<file path="src/rtl/postproc_dec_if.sv">
// Sample bus between the filter datapath and the post-processor.
// Signal bit order follows the datapath convention: bit 0 is the MSB.
interface postproc_dec_if #(
    parameter int DWIDTH  = 16,
    parameter int DDWIDTH = 32
);
    logic [0:DDWIDTH-1] data_in;
    logic               in_valid;
    logic               phase_clr;
    logic [0:DWIDTH-1]  data_out;
    logic               out_valid;
    logic               sat_flag;

    modport master (
        output data_in, in_valid, phase_clr,
        input  data_out, out_valid, sat_flag
    );

    modport slave (
        input  data_in, in_valid, phase_clr,
        output data_out, out_valid, sat_flag
    );
endinterface

</file>
<file path="src/rtl/postproc_dec.sv">
// Output post-processor: decimate by DECIM, arithmetic shift by SHIFT, saturate to DWIDTH.
// Build option POSTPROC_ROUND_EN adds round-half-up before the shift; otherwise truncates.
module postproc_dec #(
    parameter int DWIDTH  = 16,
    parameter int DDWIDTH = 32,
    parameter int DECIM   = 3,
    parameter int SHIFT   = 15
) (
    input  logic           clk,
    input  logic           rst,
    postproc_dec_if.slave  bus
);
    localparam int CW = (DECIM > 1) ? $clog2(DECIM) : 1;
    localparam logic [CW-1:0] PH_ZERO = {CW{1'b0}};
    localparam logic [CW-1:0] PH_LAST = CW'(DECIM - 1);
    localparam logic [CW-1:0] PH_ONE  = (DECIM > 1) ? CW'(1) : {CW{1'b0}};

    // Clip bounds sign-extended to the widened stage-2 width.
    localparam logic signed [DDWIDTH:0] Y_MAX =
        {{(DDWIDTH-DWIDTH+1){1'b0}}, 1'b0, {(DWIDTH-1){1'b1}}};
    localparam logic signed [DDWIDTH:0] Y_MIN =
        {{(DDWIDTH-DWIDTH+2){1'b1}}, {(DWIDTH-1){1'b0}}};

    logic [CW-1:0]               phase_r;
    logic [CW-1:0]               phase_nxt_s;
    logic                        keep_s;
    logic signed [DDWIDTH-1:0]   s1_data_r;
    logic                        s1_valid_r;
    logic signed [DDWIDTH:0]     ext_s;
    logic signed [DDWIDTH:0]     rnd_s;
    logic signed [DDWIDTH:0]     y_s;
    logic [DWIDTH-1:0]           sat_data_s;
    logic                        sat_hit_s;
    logic [DWIDTH-1:0]           data_out_r;
    logic                        out_valid_r;
    logic                        sat_flag_r;

    // Keep decision and next decimation phase; phase_clr forces the current sample to phase 0.
    always_comb begin
        keep_s      = 1'b0;
        phase_nxt_s = phase_r;
        if (bus.in_valid) begin
            keep_s = (phase_r == PH_ZERO) || bus.phase_clr;
            if (bus.phase_clr) begin
                phase_nxt_s = PH_ONE;
            end else if (phase_r == PH_LAST) begin
                phase_nxt_s = PH_ZERO;
            end else begin
                phase_nxt_s = phase_r + CW'(1);
            end
        end else if (bus.phase_clr) begin
            phase_nxt_s = PH_ZERO;
        end else begin
            phase_nxt_s = phase_r;
        end
    end

    // Phase counter and stage-1 capture.
    always_ff @(posedge clk) begin
        if (rst) begin
            phase_r    <= PH_ZERO;
            s1_data_r  <= {DDWIDTH{1'b0}};
            s1_valid_r <= 1'b0;
        end else begin
            phase_r    <= phase_nxt_s;
            s1_data_r  <= bus.data_in;
            s1_valid_r <= keep_s;
        end
    end

`ifdef POSTPROC_ROUND_EN
    localparam logic signed [DDWIDTH:0] HALF =
        (SHIFT > 0) ? ((DDWIDTH+1)'(1) << ((SHIFT > 0) ? (SHIFT - 1) : 0))
                    : {(DDWIDTH+1){1'b0}};
`endif

    // Rescale in one extra bit so the rounding add cannot wrap, then clip.
    always_comb begin
        ext_s = {s1_data_r[DDWIDTH-1], s1_data_r};
`ifdef POSTPROC_ROUND_EN
        rnd_s = ext_s + HALF;
`else
        rnd_s = ext_s;
`endif
        y_s = rnd_s >>> SHIFT;
        if (y_s > Y_MAX) begin
            sat_data_s = {1'b0, {(DWIDTH-1){1'b1}}};
            sat_hit_s  = 1'b1;
        end else if (y_s < Y_MIN) begin
            sat_data_s = {1'b1, {(DWIDTH-1){1'b0}}};
            sat_hit_s  = 1'b1;
        end else begin
            sat_data_s = y_s[DWIDTH-1:0];
            sat_hit_s  = 1'b0;
        end
    end

    // Output register: data and flag hold between kept samples.
    always_ff @(posedge clk) begin
        if (rst) begin
            data_out_r  <= {DWIDTH{1'b0}};
            sat_flag_r  <= 1'b0;
            out_valid_r <= 1'b0;
        end else begin
            out_valid_r <= s1_valid_r;
            if (s1_valid_r) begin
                data_out_r <= sat_data_s;
                sat_flag_r <= sat_hit_s;
            end
        end
    end

    assign bus.data_out  = data_out_r;
    assign bus.out_valid = out_valid_r;
    assign bus.sat_flag  = sat_flag_r;
endmodule

</file>
<file path="src/flat_wrapper.sv">
// flat-port wrapper written by rule: the top's interface ports become plain ports
module postproc_dec_flat 
#(
    parameter int DWIDTH  = 16,
    parameter int DDWIDTH = 32,
    parameter int DECIM   = 3,
    parameter int SHIFT   = 15
)
  (clk, rst, bus_data_in, bus_in_valid, bus_phase_clr, bus_data_out, bus_out_valid, bus_sat_flag);
  postproc_dec_if #(.DWIDTH(DWIDTH), .DDWIDTH(DDWIDTH)) bus_i ();
  input  logic clk;
  input  logic rst;
  input wire logic [$bits(bus_i.data_in)-1:0] bus_data_in;
  input wire logic [$bits(bus_i.in_valid)-1:0] bus_in_valid;
  input wire logic [$bits(bus_i.phase_clr)-1:0] bus_phase_clr;
  output wire logic [$bits(bus_i.data_out)-1:0] bus_data_out;
  output wire logic [$bits(bus_i.out_valid)-1:0] bus_out_valid;
  output wire logic [$bits(bus_i.sat_flag)-1:0] bus_sat_flag;
  assign bus_i.data_in = bus_data_in;
  assign bus_i.in_valid = bus_in_valid;
  assign bus_i.phase_clr = bus_phase_clr;
  assign bus_data_out = bus_i.data_out;
  assign bus_out_valid = bus_i.out_valid;
  assign bus_sat_flag = bus_i.sat_flag;
  postproc_dec #(.DWIDTH(DWIDTH), .DDWIDTH(DDWIDTH), .DECIM(DECIM), .SHIFT(SHIFT)) u_core (.clk(clk), .rst(rst), .bus(bus_i));
endmodule
</file>
<file path="config.mk">
export PLATFORM = sky130hd
export DESIGN_NAME = postproc_dec_flat
export DESIGN_NICKNAME = d
export VERILOG_FILES = /design/src/rtl/postproc_dec_if.sv /design/src/rtl/postproc_dec.sv /design/src/flat_wrapper.sv
export SDC_FILE = /design/constraint.sdc
export NUM_CORES = 1
export LEC_CHECK = 0
export ABC_AREA = 1
export CAP_MARGIN = 20
export CORE_ASPECT_RATIO = 0.8
export CORE_MARGIN = 4
export CORE_UTILIZATION = 37
export DETAILED_ROUTE_END_ITERATION = 10
export PLACE_DENSITY = 0.73
export RECOVER_POWER = 25
export SYNTH_ARGS = -nofsm -noshare
export SYNTH_HDL_FRONTEND = slang
export SYNTH_SLANG_ARGS = --single-unit
</file>
<file path="constraint.sdc">
create_clock -name clk -period 1.1 [get_ports clk]
set_clock_uncertainty 0.1 [all_clocks]
set_input_delay 0.22 -clock clk [delete_from_list [all_inputs] [get_ports clk]]
set_output_delay 0.22 -clock clk [all_outputs]
set_load 0.01 [all_outputs]
</file>
Word level (Yosys, flattened, before mapping)
Index checks and enable logic that the tools add are counted.

Add/subtract/negate cells: 1. $lt $le $gt $ge: 2. Equality and inequality tests: 1. Multiplexer cells: 8. Bitwise gates (word level): 1. Reductions and logical operators: 4.

Operators with widths (count): 16-bit 2-to-1 mux (2); 17-bit by 16-bit greater-than comparator with 1-bit output (second input constant) (1); 17-bit by 16-bit less-than comparator with 1-bit output (second input constant) (1); 2-bit 2-to-1 mux (4); 2-bit by 1-bit adder with 2-bit output (second input constant) (1); 2-bit == test (second input constant) (1); 2-bit logical NOT (1); 1-bit 2-to-1 mux (2); 2-bit nonzero test (1); 2-bit OR reduction (1); 1-bit logical OR (1); 1-bit inverter (1).

Flip-flop bits (word level): 53. Input port bits: 36. Output and inout bits: 18.

Logic depth before layout (Yosys ltp)
Depth in word-level cells: 4. Depth in mapped cells: 5. Gate-level depth less buffers: 4.

Least setup slack after synthesis
No wires, ideal clock.

Path type: reg-to-reg. From: register u_core.s1_valid_r. To: register u_core.data_out_r[5] (netlist: u_core.bus.data_out[10]). Arrival: 789 ps. Data required time: 878 ps. Slack: 89 ps. Stages on the path, launching flop included: 5. Buffers on the path: 2. Period minus slack after synthesis: 1011 ps. Path through: dfxtp_1 -> buf_6 -> buf_4 -> o21ai_0 -> a21oi_2.

RTL lines: start: declaration (RTL line postproc_dec.sv:28) `logic s1_valid_r;`; start signal: assignment (RTL line postproc_dec.sv:67) `s1_valid_r <= keep_s;`; end signal: assignment (RTL line postproc_dec.sv:101) `data_out_r <= {DWIDTH{1'b0}};`; end signal: assignment (RTL line postproc_dec.sv:107) `data_out_r <= sat_data_s;`; end: declaration (RTL line postproc_dec.sv:34) `logic [DWIDTH-1:0] data_out_r;`.

Final worst setup path
From: register u_core.data_out_r[9] (netlist: u_core.bus.data_out[6]). To: output bus_data_out[9].

RTL lines: end: declaration (RTL line flat_wrapper.sv:16) `output wire logic [$bits(bus_i.data_out)-1:0] bus_data_out;`.

No word-level cell between the ends.

==> results.cfg <==
[die]
start_util_pct = 38.56
rows = 19
chipHeight_um = 61.43
fp.dieArea_sq_um = 4593
die_w_um = 74.78
io-pin-count = 54
fp.coreArea_sq_um = 3423

[cts]
post_cts_buffers = 0
htreeDepth = 2
clk_path_buf_depth = 2
clk_latency_ns = 0.28
cts_tree = done
postCtsHoldBufs = 0
cts-root-buf = clkbuf_8
cts.sink_count = 38
path_clk_slew_ns = 0.07
cts_made_buffers = 5

[synth]
synth_nets = 184
syn_avg_cell_area_sq_um = 8.919
yosysTopAreaCell = dfxtp_1
ys_types = 15
syn-cell-area_sq_um = 1320
ys_ff_latch = 38
synth_top_area_share_pct = 57.63
syn_inst = 148
synth.most_common_cell = dfxtp_1
async_flop_share_pct = 0
yosys_warnings = 0
synth.top_cells.by_area = dfxtp_1 (58%), a21oi_2 (6.6%), o21ai_0 (6.4%), inv_1 (6.3%), nor2_1 (5.7%)
ys_seq_area_share_pct = 57.63
synth_common_cells = dfxtp_1 (38), inv_1 (22), nor2_1 (20), nand2_1 (18), o21ai_0 (17)
synth-edff-count = 0
synth-main-ff-cell = dfxtp_1

[sta]
finalHoldViolCount = 0
relSlewSlack_pct = 73.32
timing.fmax_ghz = 0.9417
finalCritPeriodShare_pct = 96.53
whs_ns = 0.2760
finalSetupViolCount = 0
fin_crit_ns = 1.062
rsz0062_at_grt = false
tightestPinTransition_ns = 0.4001
slew_viol_final = 0

[final_layout]
stdcell_count = 233
stdcell_area_sq_um = 1748
utilization_pct = 51.06
syn_to_final_growth_pct = 32.42
layout-drive-gt1-share_pct = 30.89
n_fill_cell = 350
nets = 227
n_antenna_cell = 0

[drt]
drt_iter0_markers = 42
firstDrtPassIters = 4
drt-total-wl_mm = 2.531
drc = 0
ant_nets = 0
via_per_inst = 4.373
vias = 1019
detail_route.wl_per_cell_um = 10.86

[placement]
placedCellCount = 226
dp_hpwl_mm = 1.814
placed_cell_area_sq_um = 1734
port_buffers = 38
routabilityCongestion = 0.7031

[setup_path]
cp_max_fo = 2
crit_arrival_ns = 0.74
cp-start-kind = flop
critPathKind = flop to primary output
end_kind = primary output
cp_num_buf_inv = 1
cp.required_ns = 0.78
path_cells = buf_2
r2r_slack_ns = 0.10
cp-startpoint = u_core.bus.data_out[6]
critical_path.top_delay_family = flip-flops
crit_path_max_incr_delay_ns = 0.34
rr_startpoint = u_core.s1_valid_r
slowest_stage = dfxtp_2

[hold_path]
hold_path.class = primary input to flop
hold_start = rst

[status]
status = finished, final reports clean

[global_routing]
antenna_found_initial = 0
first_global_vias = 894
grt_pass1_wl_mm = 4.043
grt_max_degree = 18
track_usage_pct = 12.47
overflow = 0

[flow_run]
max_cap_viol_count = 0

[power]
p_per_area_nw_per_um2 = 1541
p_leak_nw = 0.8231
ir_worst_vdd_uv = 882.9
layout make-up:
cell class | instances | area (sq um) | area share [%]
Clock inverter | 2 | 10.01 | 0.5727
Clock buffer | 5 | 68.82 | 3.937
Multi-Input combinational cell | 80 | 425.4 | 24.34
Timing Repair Buffer | 43 | 320.3 | 18.32
Sequential cell | 38 | 779.5 | 44.60
Tap cell | 42 | 52.55 | 3.006
Inverter | 23 | 91.34 | 5.225
path summary, 6_finish.rpt:
kind,cells past startpoint,endpoint
max reg2reg,4,u_core.bus.data_out[3]
min reg2reg,2,u_core.bus.data_out[6]
max,1,bus_data_out[9]
min,4,u_core.s1_valid_r
flip-flops by register name, indices dropped and copies added, names as in the netlist:
signal and cells:
u_core.s1_valid_r 1, u_core.bus.sat_flag 1, u_core.bus.data_out 16, u_core.s1_data_r 17, u_core.bus.out_valid 1, u_core.phase_r 2
what timing repair did:
| item | CTS | global route |
|---|---|---|
| endpoints found under the hold margin | 0 | 0 |
| endpoints found under the setup margin | 19 | 19 |
| resized for setup | 83 | 9 |
| pin swaps | 0 | 0 |
where the power goes:
part	internal [W]	switching (W)	total [W]
clock	0.000425	0.000446	0.000870
sequential	0.00147	0.0000334	0.00150
combinational	0.000155	0.000169	0.000324
total	0.00205	0.000648	0.00269
routing by layer:
layer,vias up,global-route usage (%),share of wire [%]
met5,-,0,0
met4,0,8.376,2.2
met3,5,4.241,8.0
met2,33,20.28,48
met1,445,14.01,42
li1,536,-,-
layout by cell type, fill, tap and decap left out, types with 7 or more instances in the layout:
cell             instances
o21ai_0                 17
clkdlybuf4s50_1         16
nand2_1                 18
a21oi_2                 10
dfxtp_2                 15
inv_1                   22
buf_2                   17
a21oi_1                  7
dfxtp_1                 23
nor2_1                  20
worst min-delay path, delay by kind of cell:
| family | cells | cell delay, ns |
|---|---|---|
| simple gates | 2 | 0.21 |
| buf+inv | 2 | 0.20 |
metrics by stage:
step / setup slack, ns / total power [W] / setup TNS (ns)
floorplan: 0.08917 / 0.001706 / 0
global route: 0.0002645 / 0.002850 / 0
detailed placement: -0.3140 / 0.001895 / -9.183
finish: 0.03814 / 0.002694 / 0
global placement: -0.2619 / 0.001887 / -8.110
CTS: 0.01290 / 0.002734 / 0
cells by family (layout without fill, tap and decap cells):
kind of cell	after synthesis	in the layout	synth area share, %
compound gates	35	35	16.11
buf+inv	30	73	10.81
flops	38	38	57.63
simple gates	45	45	15.45
(Power assumes the default switching activity.)
